`src/rtl/image_mask_loader.sv`:
```
// image_mask_loader: streams each captured obstacle image into the mask BRAM,
// one row per cycle, pausing while the collision phase owns the BRAM.
// A one-deep pending buffer absorbs an image arriving mid-load; further
// images are dropped and flagged.

`ifndef DEPTH
`define DEPTH 128
`endif

module image_mask_loader #(
  parameter int unsigned DEPTH     = `DEPTH,
  parameter int unsigned ROW_BITS  = 32,
  parameter int unsigned ADDR_W    = 10,
  parameter int unsigned MASK_BASE = 0
) (
  input  logic                clk,
  input  logic                rst_n,
  input  logic                img_valid,
  input  logic [DEPTH-1:0]    img_data,
  input  logic                in_collision_state,
  output logic                mask_we,
  output logic [ADDR_W-1:0]   mask_addr,
  output logic [ROW_BITS-1:0] mask_wdata,
  output logic                load_busy,
  output logic                load_done,
  output logic                img_dropped
);

  localparam int unsigned NROWS = DEPTH / ROW_BITS;
  localparam int unsigned CNT_W = $clog2(NROWS + 1);
  localparam logic [CNT_W-1:0] LAST_CNT = CNT_W'(NROWS);

  typedef enum logic [1:0] {
    IDLE = 2'd0,
    LOAD = 2'd1,
    DONE = 2'd2
  } state_e;

  state_e              state_q, state_d;
  logic [DEPTH-1:0]    shadow_q, shadow_d;
  logic [DEPTH-1:0]    pending_q, pending_d;
  logic                pend_v_q, pend_v_d;
  logic [CNT_W-1:0]    cnt_q, cnt_d;
  logic                we_q, we_d;
  logic [ADDR_W-1:0]   addr_q, addr_d;
  logic [ROW_BITS-1:0] wdata_q, wdata_d;
  logic                busy_q, busy_d;
  logic                done_q, done_d;
  logic                drop_q, drop_d;
  logic                take_pend;

  // State, image buffers and registered BRAM/status outputs
  always_ff @(posedge clk) begin
    if (!rst_n) begin
      state_q   <= IDLE;
      shadow_q  <= '0;
      pending_q <= '0;
      pend_v_q  <= 1'b0;
      cnt_q     <= '0;
      we_q      <= 1'b0;
      addr_q    <= '0;
      wdata_q   <= '0;
      busy_q    <= 1'b0;
      done_q    <= 1'b0;
      drop_q    <= 1'b0;
    end else begin
      state_q   <= state_d;
      shadow_q  <= shadow_d;
      pending_q <= pending_d;
      pend_v_q  <= pend_v_d;
      cnt_q     <= cnt_d;
      we_q      <= we_d;
      addr_q    <= addr_d;
      wdata_q   <= wdata_d;
      busy_q    <= busy_d;
      done_q    <= done_d;
      drop_q    <= drop_d;
    end
  end

  // Next-state, row sequencing (shadow shifts up one row per write) and pending/drop handling
  always_comb begin
    state_d   = state_q;
    shadow_d  = shadow_q;
    pending_d = pending_q;
    pend_v_d  = pend_v_q;
    cnt_d     = cnt_q;
    we_d      = 1'b0;
    addr_d    = addr_q;
    wdata_d   = wdata_q;
    done_d    = 1'b0;
    drop_d    = 1'b0;
    take_pend = 1'b0;

    case (state_q)
      IDLE: begin
        if (pend_v_q) begin
          take_pend = 1'b1;
        end else if (img_valid) begin
          shadow_d = img_data;
          cnt_d    = '0;
          state_d  = LOAD;
        end
      end
      LOAD: begin
        if (!in_collision_state) begin
          if (cnt_q == LAST_CNT) begin
            state_d = DONE;
            done_d  = 1'b1;
          end else begin
            we_d     = 1'b1;
            addr_d   = ADDR_W'(MASK_BASE) + ADDR_W'(cnt_q);
            wdata_d  = shadow_q[DEPTH-1 -: ROW_BITS];
            shadow_d = shadow_q << ROW_BITS;
            cnt_d    = cnt_q + CNT_W'(1);
          end
        end
      end
      DONE: begin
        if (pend_v_q) begin
          take_pend = 1'b1;
        end else begin
          state_d = IDLE;
        end
      end
      default: state_d = IDLE;
    endcase

    if (take_pend) begin
      shadow_d = pending_q;
      pend_v_d = 1'b0;
      cnt_d    = '0;
      state_d  = LOAD;
    end

    // A new image goes to the pending slot unless it was captured directly or the slot is full
    if (img_valid && !(state_q == IDLE && !pend_v_q)) begin
      if (!pend_v_q || take_pend) begin
        pending_d = img_data;
        pend_v_d  = 1'b1;
      end else begin
        drop_d = 1'b1;
      end
    end

    busy_d = (state_d == LOAD);
  end

  assign mask_we     = we_q;
  assign mask_addr   = addr_q;
  assign mask_wdata  = wdata_q;
  assign load_busy   = busy_q;
  assign load_done   = done_q;
  assign img_dropped = drop_q;

endmodule

```
`config.mk`:
```
export PLATFORM = sky130hd
export DESIGN_NAME = image_mask_loader
export DESIGN_NICKNAME = d
export VERILOG_FILES = /design/src/rtl/image_mask_loader.sv
export SDC_FILE = /design/constraint.sdc
export NUM_CORES = 1
export LEC_CHECK = 0
export ABC_AREA = 1
export CAP_MARGIN = 15
export CORE_ASPECT_RATIO = 1.5
export CORE_MARGIN = 5
export CORE_UTILIZATION = 30
export DETAILED_ROUTE_END_ITERATION = 7
export PLACE_DENSITY = 0.59
export SLEW_MARGIN = 20
export SYNTH_ARGS = -nofsm -noshare
export SYNTH_HDL_FRONTEND = slang
export SYNTH_SLANG_ARGS = --single-unit
```
`constraint.sdc`:
```
create_clock -name clk -period 2.5 [get_ports clk]
set_input_delay 0.5 -clock clk [delete_from_list [all_inputs] [get_ports clk]]
set_output_delay 0.5 -clock clk [all_outputs]
set_load 0.01 [all_outputs]
```
# After elaboration in Yosys (flattened, before gate mapping)
# Index checks and enable logic that the tools add are counted.
[word_totals] ff_bits=301 input_bits=132 elab_cells=70 out_inout_bits=46
[classes] reduce_logical=16 n_eq_ne=12 addsub=1 muxes=26 bitwise=4
[ops] cell="128-bit 2-to-1 mux" count=5
[ops] cell="128-bit one-hot mux with 2 select lines" count=1
[ops] cell="2-bit 2-to-1 mux" count=6
[ops] cell="3-bit 2-to-1 mux" count=4
[ops] cell="3-bit != test (second input constant)" count=4
[ops] cell="5-bit AND reduction" count=2
[ops] cell="1-bit 2-to-1 mux" count=8
[ops] cell="2-bit != test (second input constant)" count=4
[ops] cell="2-bit one-hot mux with 3 select lines" count=1
[ops] cell="3-bit one-hot mux with 2 select lines" count=1
[ops] cell="2-bit by 1-bit == test with 1-bit output (second input constant)" count=2
[ops] cell="1-bit inverter" count=4
[ops] cell="2-bit AND reduction" count=2
[ops] cell="2-bit OR reduction" count=2
[ops] cell="3-bit by 1-bit adder with 3-bit output (second input constant)" count=1
[ops] cell="3-bit == test (second input constant)" count=1
[ops] cell="3-bit AND reduction" count=1
[ops] cell="3-bit nonzero test" count=1
[ops] cell="3-bit OR reduction" count=1
[ops] cell="2-bit == test (second input constant)" count=1
[ops] cell="1-bit logical AND" count=2
[ops] cell="1-bit logical NOT" count=2
[ops] cell="2-bit logical NOT" count=1
[ops] cell="2-bit nonzero test" count=1
[ops] cell="1-bit logical OR" count=1

# Depth between registers and ports, before layout
# Gate-level depths: netlist of run 1.
[depth] word_depth=6 ltp_mapped=11 mapped_depth_nobuf=9

# Worst setup path after synthesis of run 1
# No wires, ideal clock.
[synth_timing] path_kind="reg-to-reg" startpoint="register cnt_q[0]" endpoint="register shadow_q[14]" n_path_buf=2 t_arrival_ps=1407 period_less_slack_ps=1522 setup_ps=115 required_ps=2385 slack_ps=978 stages_incl_launch_ff=11 path_cell_list="dfxtp_1 -> inv_1 -> ha_1 -> nand2_1 -> nand3_2 -> nand3_1 -> buf_2 -> buf_2 -> nand3_1 -> nand2_1 -> nor2_1"
[synth_between] elab_chain_cells=3
[synth_lines] element="start, declared" line_no="43" text="logic [CNT_W-1:0] cnt_q, cnt_d;"
[synth_lines] element="start signal, assigned" line_no="71" text="cnt_q <= cnt_d;"
[synth_lines] element="3-bit == test" line_no="107" text="if (cnt_q == LAST_CNT) begin"
[synth_lines] element="3-bit != test (no source line)"
[synth_lines] element="5-bit AND reduction (no source line)"
[synth_lines] element="end signal, assigned" line_no="68" text="shadow_q <= shadow_d;"
[synth_lines] element="end, declared" line_no="40" text="logic [DEPTH-1:0] shadow_q, shadow_d;"
# No other way between the ends.
# A chain may end at the register's enable or synchronous reset.

# Final worst setup path of run 1
[layout_timing] startpoint="register wdata_q[31], in the netlist mask_wdata[31]" endpoint="output port mask_wdata[31]"
[layout_lines] element="start, declared" line_no="46" text="logic [ROW_BITS-1:0] wdata_q, wdata_d;"
[layout_lines] element="start signal, assigned" line_no="74" text="wdata_q <= wdata_d;"
[layout_lines] element="end, declared" line_no="23" text="output logic [ROW_BITS-1:0] mask_wdata,"
# No word-level cell between the ends.

==> results of run 1 <==
-- cells in the mapped netlist --
cell      count  area (µm²)
clkbuf_2      3       15.01
nand4_1       1       6.260
o21ai_0     143       715.7
nor2_4        1       11.26
inv_4         1       6.260
ha_1          2       25.02
inv_2         3       11.26
buf_2        74       370.4
nand2_2       2       12.51
buf_1         6       22.52
clkbuf_1     65       244.0
nand3_1     196       980.9
buf_4        17       127.6
nor4_1        2       12.51
buf_6         1       11.26
o21ai_1      21       105.1
nor2_2        1       6.260
nand3_2       3       30.03
a21oi_1     198       991.0
dfxtp_1     301        6026
nand2_1     659        2474
inv_1       396        1486
nor2_1      228       855.8
conb_1        1       3.750
nor3_1        1       5.000
-- layer usage --
metal | part of all wire (%) | vias to the layer above | GRT usage (%)
met5 | 0 | - | 0
met4 | 2.8 | 0 | 5.382
met3 | 3.8 | 58 | 2.281
met2 | 52 | 251 | 29.29
met1 | 42 | 6040 | 19.54
li1 | - | 7189 | -
-- worst paths after layout --
check	depth (start not counted)	to	start
max	1	mask_wdata[31]	mask_wdata[31]
min	2	pending_q[33]	pending_q[33]
max reg2reg	8	shadow_q[66]	state_q[0]
min reg2reg	2	pending_q[33]	pending_q[33]
-- state kept, by name, indices dropped and copies added, names as in the netlist --
signal / cells
load_busy: 1
mask_addr: 3
state_q: 2
mask_wdata: 32
mask_we: 1
pending_q: 128
pend_v_q: 1
cnt_q: 3
load_done: 1
img_dropped: 1
shadow_q: 128
-- power by group --
part / internal, mW / leakage [nW] / switching (mW) / total [mW]
clock network: 3.14 / 0.583 / 2.04 / 5.18
logic: 1.22 / 5.49 / 2.07 / 3.30
registers: 5.43 / 2.49 / 0.227 / 5.66
total: 9.79 / 8.56 / 4.34 / 14.1
-- per-stage QoR --
stage	power, mW	util (%)
finish	14.14	37.13
global route	15.05	37.13
CTS	14.37	37.11
detailed placement	9.091	34.71
global placement	9.042	34.71
floorplan	7.976	-
-- final cells by class --
| class | instances | area [µm²] | share of cell area, % |
|---|---|---|---|
| Antenna cell | 3 | 7.507 | 0.04186 |
| Clock buffer | 50 | 1062 | 5.923 |
| Clock inverter | 9 | 98.84 | 0.5511 |
| Inverter | 400 | 1506 | 8.400 |
| Multi-Input combinational cell | 1465 | 6292 | 35.08 |
| Sequential cell | 301 | 6026 | 33.60 |
| Tap cell | 606 | 758.2 | 4.228 |
| Timing Repair Buffer | 202 | 2183 | 12.17 |
-- cells by family after synthesis --
logic type,count (synthesis),synth area share [%]
compound gates,362,12.45
fa+ha+maj,2,0.1719
buf+inv,566,15.77
flops,301,41.40
other cells,1,0.02576
simple gates,1094,30.19
==> results_dict.tcl, run 1 <==
set metrics [dict create \
    grt_pass1_vias 12812 \
    path_delay_family "buffers and inverters" \
    grt_max_degree 97 \
    finalClockSkew_ps 23.96 \
    via_per_inst 4.459 \
    num_rows 99 \
    io_buffers 170 \
    drive_above_1_share_pct 4.244 \
    fin_crit_sh_pct 78.86 \
    synth_area_per_cell_um2 6.258 \
    post-route-cell-area_mm2 0.01793 \
    clk_pin_slew_ps 60 \
    cpPeakStageDelay_ps 630 \
    n_fill_cell 5154 \
    cts_buffers 34 \
    vias 13538 \
    crit_fanout 2 \
    yosys_warnings 0 \
    relSlewSlack_pct 62.46 \
    worstPathRequired_ps 2000 \
    cts_sinks 301 \
    antenna_found_initial 6 \
    leakage_nw 8.564 \
    overflow 0 \
    synthCells 2326 \
    fin_cells 3036 \
    hold_class "reg -> reg" \
    crit_type "reg -> out" \
    grt.total_usage_pct 16.15 \
    h-tree-depth 2 \
    die_area_mm2 0.05311 \
    cts_hold_buf 0 \
    placed_cell_area_mm2 0.01677 \
    peakVddDrop_mv 0.3638 \
    core_area_mm2 0.04831 \
    gp_congestion 0.8270 \
    finalSetupViolCount 0 \
    final_max_slew_viol_count 0 \
    end_kind "output port" \
    clk_path_buf_depth 3 \
    cts_resized 0 \
    clock_latency_ps 530 \
    hold_viol 0 \
    path_cells "clkdlybuf4s50_1" \
    ys_ff_latch 301 \
    io_pins 178 \
    area_growth_pct 23.22 \
    cp_slowest_cell "clkdlybuf4s50_1" \
    hold_ws_ps 441.4 \
    status "complete, no violations" \
    tightest_slew_ps 563.1 \
    clock.fmax_mhz 507.3 \
    cts_root_buf "clkbuf_16" \
    start_util_pct 30.13 \
    arrival_ps 1470 \
    fp.dieH_um 279.8 \
    seq_area_frac_synth_pct 41.40 \
    dp_hpwl_um 29530 \
    drt-initial-drc-count 692 \
    worst_slack_ps 528.6 \
    p_per_area_mw_per_mm2 788.2 \
    tns_ps 0 \
    grt_pass1_wl_um 70140 \
    cp-start-kind "register" \
    netlist_area_mm2 0.01456 \
    firstDrtPassIters 5 \
    finalCriticalPeriod_ps 1971 \
    post_cts_buffers 0 \
    nNetsFinal 2538 \
    r2r_setup_slack_ps 570 \
    place_worst_setup_slack_ps 276.8 \
    cap_violations 0 \
    die_w_um 189.8 \
    final_common_cell "nand2_1" \
    drc 0 \
    rsz0062_at_grt "no" \
    drt-wirelength-per-cell_um 14.39 \
    wirelength_um 43680 \
    crit_buf_inv 1 \
    synth_cell_types 25 \
    dp.cells 2974 \
    cts_tree "built" \
    layout_common_cells "658 x nand2_1, 396 x inv_1, 301 x dfxtp_1" \
    postRouteAntennaNets 0 \
]
Note: power is estimated with default switching activity, not from simulation.
==> inputs of run 2 (changes only) <==
Settings changed: PLACE_DENSITY 0.59 to 0.61.
Clock period 2.5 ns to 1.64 ns, I/O delays scaled along.
==> run 2 against run 1 <==
  * Worst hold slack got worse by 220 ps
  * Flip-flop and latch count unchanged
  * Global-route usage is 0.29 points higher
  * The run now ends with negative setup slack left
==> results_dict.tcl, run 2 (synthesized netlist as in run 1, its figures left out) <==
set metrics [dict create \
    cp_slowest_cell "dfxtp_2" \
    whs_path_depth 3 \
    gp_congestion 0.8732 \
    worstPathRequired_ps 2130 \
    grt_pass1_wl_um 71490 \
    arrival_ps 2150 \
    antenna_found_initial 8 \
    cts_buffers 31 \
    cts_tree "built" \
    clk_path_buf_depth 3 \
    clk_pin_slew_ps 60 \
    nNetsFinal 2611 \
    overflow 0 \
    io_buffers 170 \
    hold_viol 0 \
    clock_latency_ps 570 \
    leakage_nw 9.173 \
    dp.cells 3036 \
    layout_common_cells "656 x nand2_1, 394 x inv_1, 299 x dfxtp_1" \
    n_fill_cell 5117 \
    crit_fanout 5 \
    crit_type "reg -> reg" \
    drive_above_1_share_pct 8.077 \
    worstReg2RegStart "cnt_q[1]" \
    clock.fmax_mhz 602.4 \
    fp.dieH_um 279.8 \
    grt_pass1_vias 13438 \
    reg2reg_to "mask_wdata[29]" \
    fin_cells 3112 \
    drt-initial-drc-count 706 \
    violations "negative setup slack" \
    cp-start-kind "register" \
    peakVddDrop_mv 0.8142 \
    cts_sinks 301 \
    finalClockSkew_ps 12.52 \
    hold_class "in -> reg" \
    worst_slack_ps -20.16 \
    place_worst_setup_slack_ps -210.2 \
    grt_max_degree 88 \
    final_common_cell "nand2_1" \
    vias 14095 \
    dp_hpwl_um 31770 \
    rsz0062_at_grt "yes" \
    cpPeakStageDelay_ps 340 \
    path_cells "inv_2 > ha_4 > nand2_4 > nand3_4 > buf_6 > nor2_4 > clkbuf_16 > buf_12 > o21ai_0 > a21oi_1" \
    wirelength_um 46780 \
    cts_hold_buf 0 \
    status "complete, but fails checks" \
    r2r_setup_slack_ps -20 \
    via_per_inst 4.529 \
    postRouteAntennaNets 0 \
    finalSetupViolCount 7 \
    fin_crit_sh_pct 101.2 \
    h-tree-depth 1 \
    die_w_um 189.8 \
    final_max_slew_viol_count 0 \
    start_util_pct 30.13 \
    die_area_mm2 0.05311 \
    num_rows 99 \
    drt-wirelength-per-cell_um 15.03 \
    p_total_mw 21.49 \
    cts_root_buf "clkbuf_16" \
    hold_ws_ps 225.3 \
    finalCriticalPeriod_ps 1660 \
    min_from "rst_n" \
    drc 0 \
    end_kind "register" \
    rr_worst_depth 10 \
    firstDrtPassIters 5 \
    holdPathEnd "shadow_q[109]" \
    area_growth_pct 29.75 \
    grt.total_usage_pct 16.45 \
    io_pins 178 \
    core_area_mm2 0.04831 \
    cap_violations 0 \
    tns_ps -57.35 \
    p_per_area_mw_per_mm2 1138 \
]
## run 2: cell types whose count changed in the layout (fill, tap and decap cells not counted), sizes merged
cell / before / now
dlygate4sd2: 0 / 37
bufinv: 2 / 3
diode: 3 / 5
clkinv: 8 / 13
clkdlybuf4s15: 0 / 2
clkbuf: 51 / 53
inv: 399 / 398
clkdlybuf4s50: 169 / 130
buf: 32 / 99
## run 2: what timing repair did
| item | in CTS | in global routing |
|---|---|---|
| buffers inserted | 2 | 1 |
| gates resized for setup | 51 | 78 |
| pin swaps | 2 | 5 |
| setup endpoints to repair | 85 | 147 |
| cloned | 2 | 10 |
| endpoints found under the hold margin | 0 | 0 |
## run 2: critical path: cells and delay by family, from the launching register on
kind                       cells  cell delay (ps)
AOI/OAI and AO/OA              2              200
DFF                            1              340
buffers and inverters          4              550
and+or+nand+nor                3              340
adders and majority gates      1              160
## run 2: layout make-up
type                            count  area (µm²)  area share, %
Antenna cell                        5       12.51        0.06625
Clock buffer                       43       850.8          4.505
Clock inverter                     14       148.9         0.7884
Inverter                          400        1506          7.977
Multi-Input combinational cell   1465        6424          34.01
Sequential cell                   301        6028          31.92
Tap cell                          606       758.2          4.015
Timing Repair Buffer              278        3157          16.72
## run 2: stage by stage
step,cell area (µm²),utilization (%)
2_1_floorplan,14580,-
3_3_place_gp,17390,36.01
3_5_place_dp,17390,36.01
4_1_cts,18460,38.21
5_1_grt,18890,39.09
6_report,18890,39.09
## run 2: worst max path at each step
stage / startpoint / to / depth (start not counted)
finish: cnt_q[1] / mask_wdata[29] / 10
global placement: img_valid / shadow_q[93] / 8
detailed placement: img_valid / shadow_q[93] / 8
floorplan: cnt_q[0] / shadow_q[14] / 10
global route: cnt_q[1] / mask_wdata[22] / 10
CTS: state_q[0] / shadow_q[42] / 9
## run 2: metal layers
metal / GRT usage [%] / vias to the layer above / part of all wire (%)
met1: 19.20 / 6333 / 40
met5: 0 / - / 0
li1: - / 7357 / -
met2: 30.30 / 319 / 52
met4: 6.589 / 0 / 4.3
met3: 2.044 / 86 / 4.4
## run 2: power breakdown
| group | switching [mW] | internal, mW | total (mW) |
|---|---|---|---|
| sequential | 0.362 | 8.28 | 8.64 |
| clock | 2.99 | 4.08 | 7.07 |
| combinational | 3.41 | 2.36 | 5.78 |
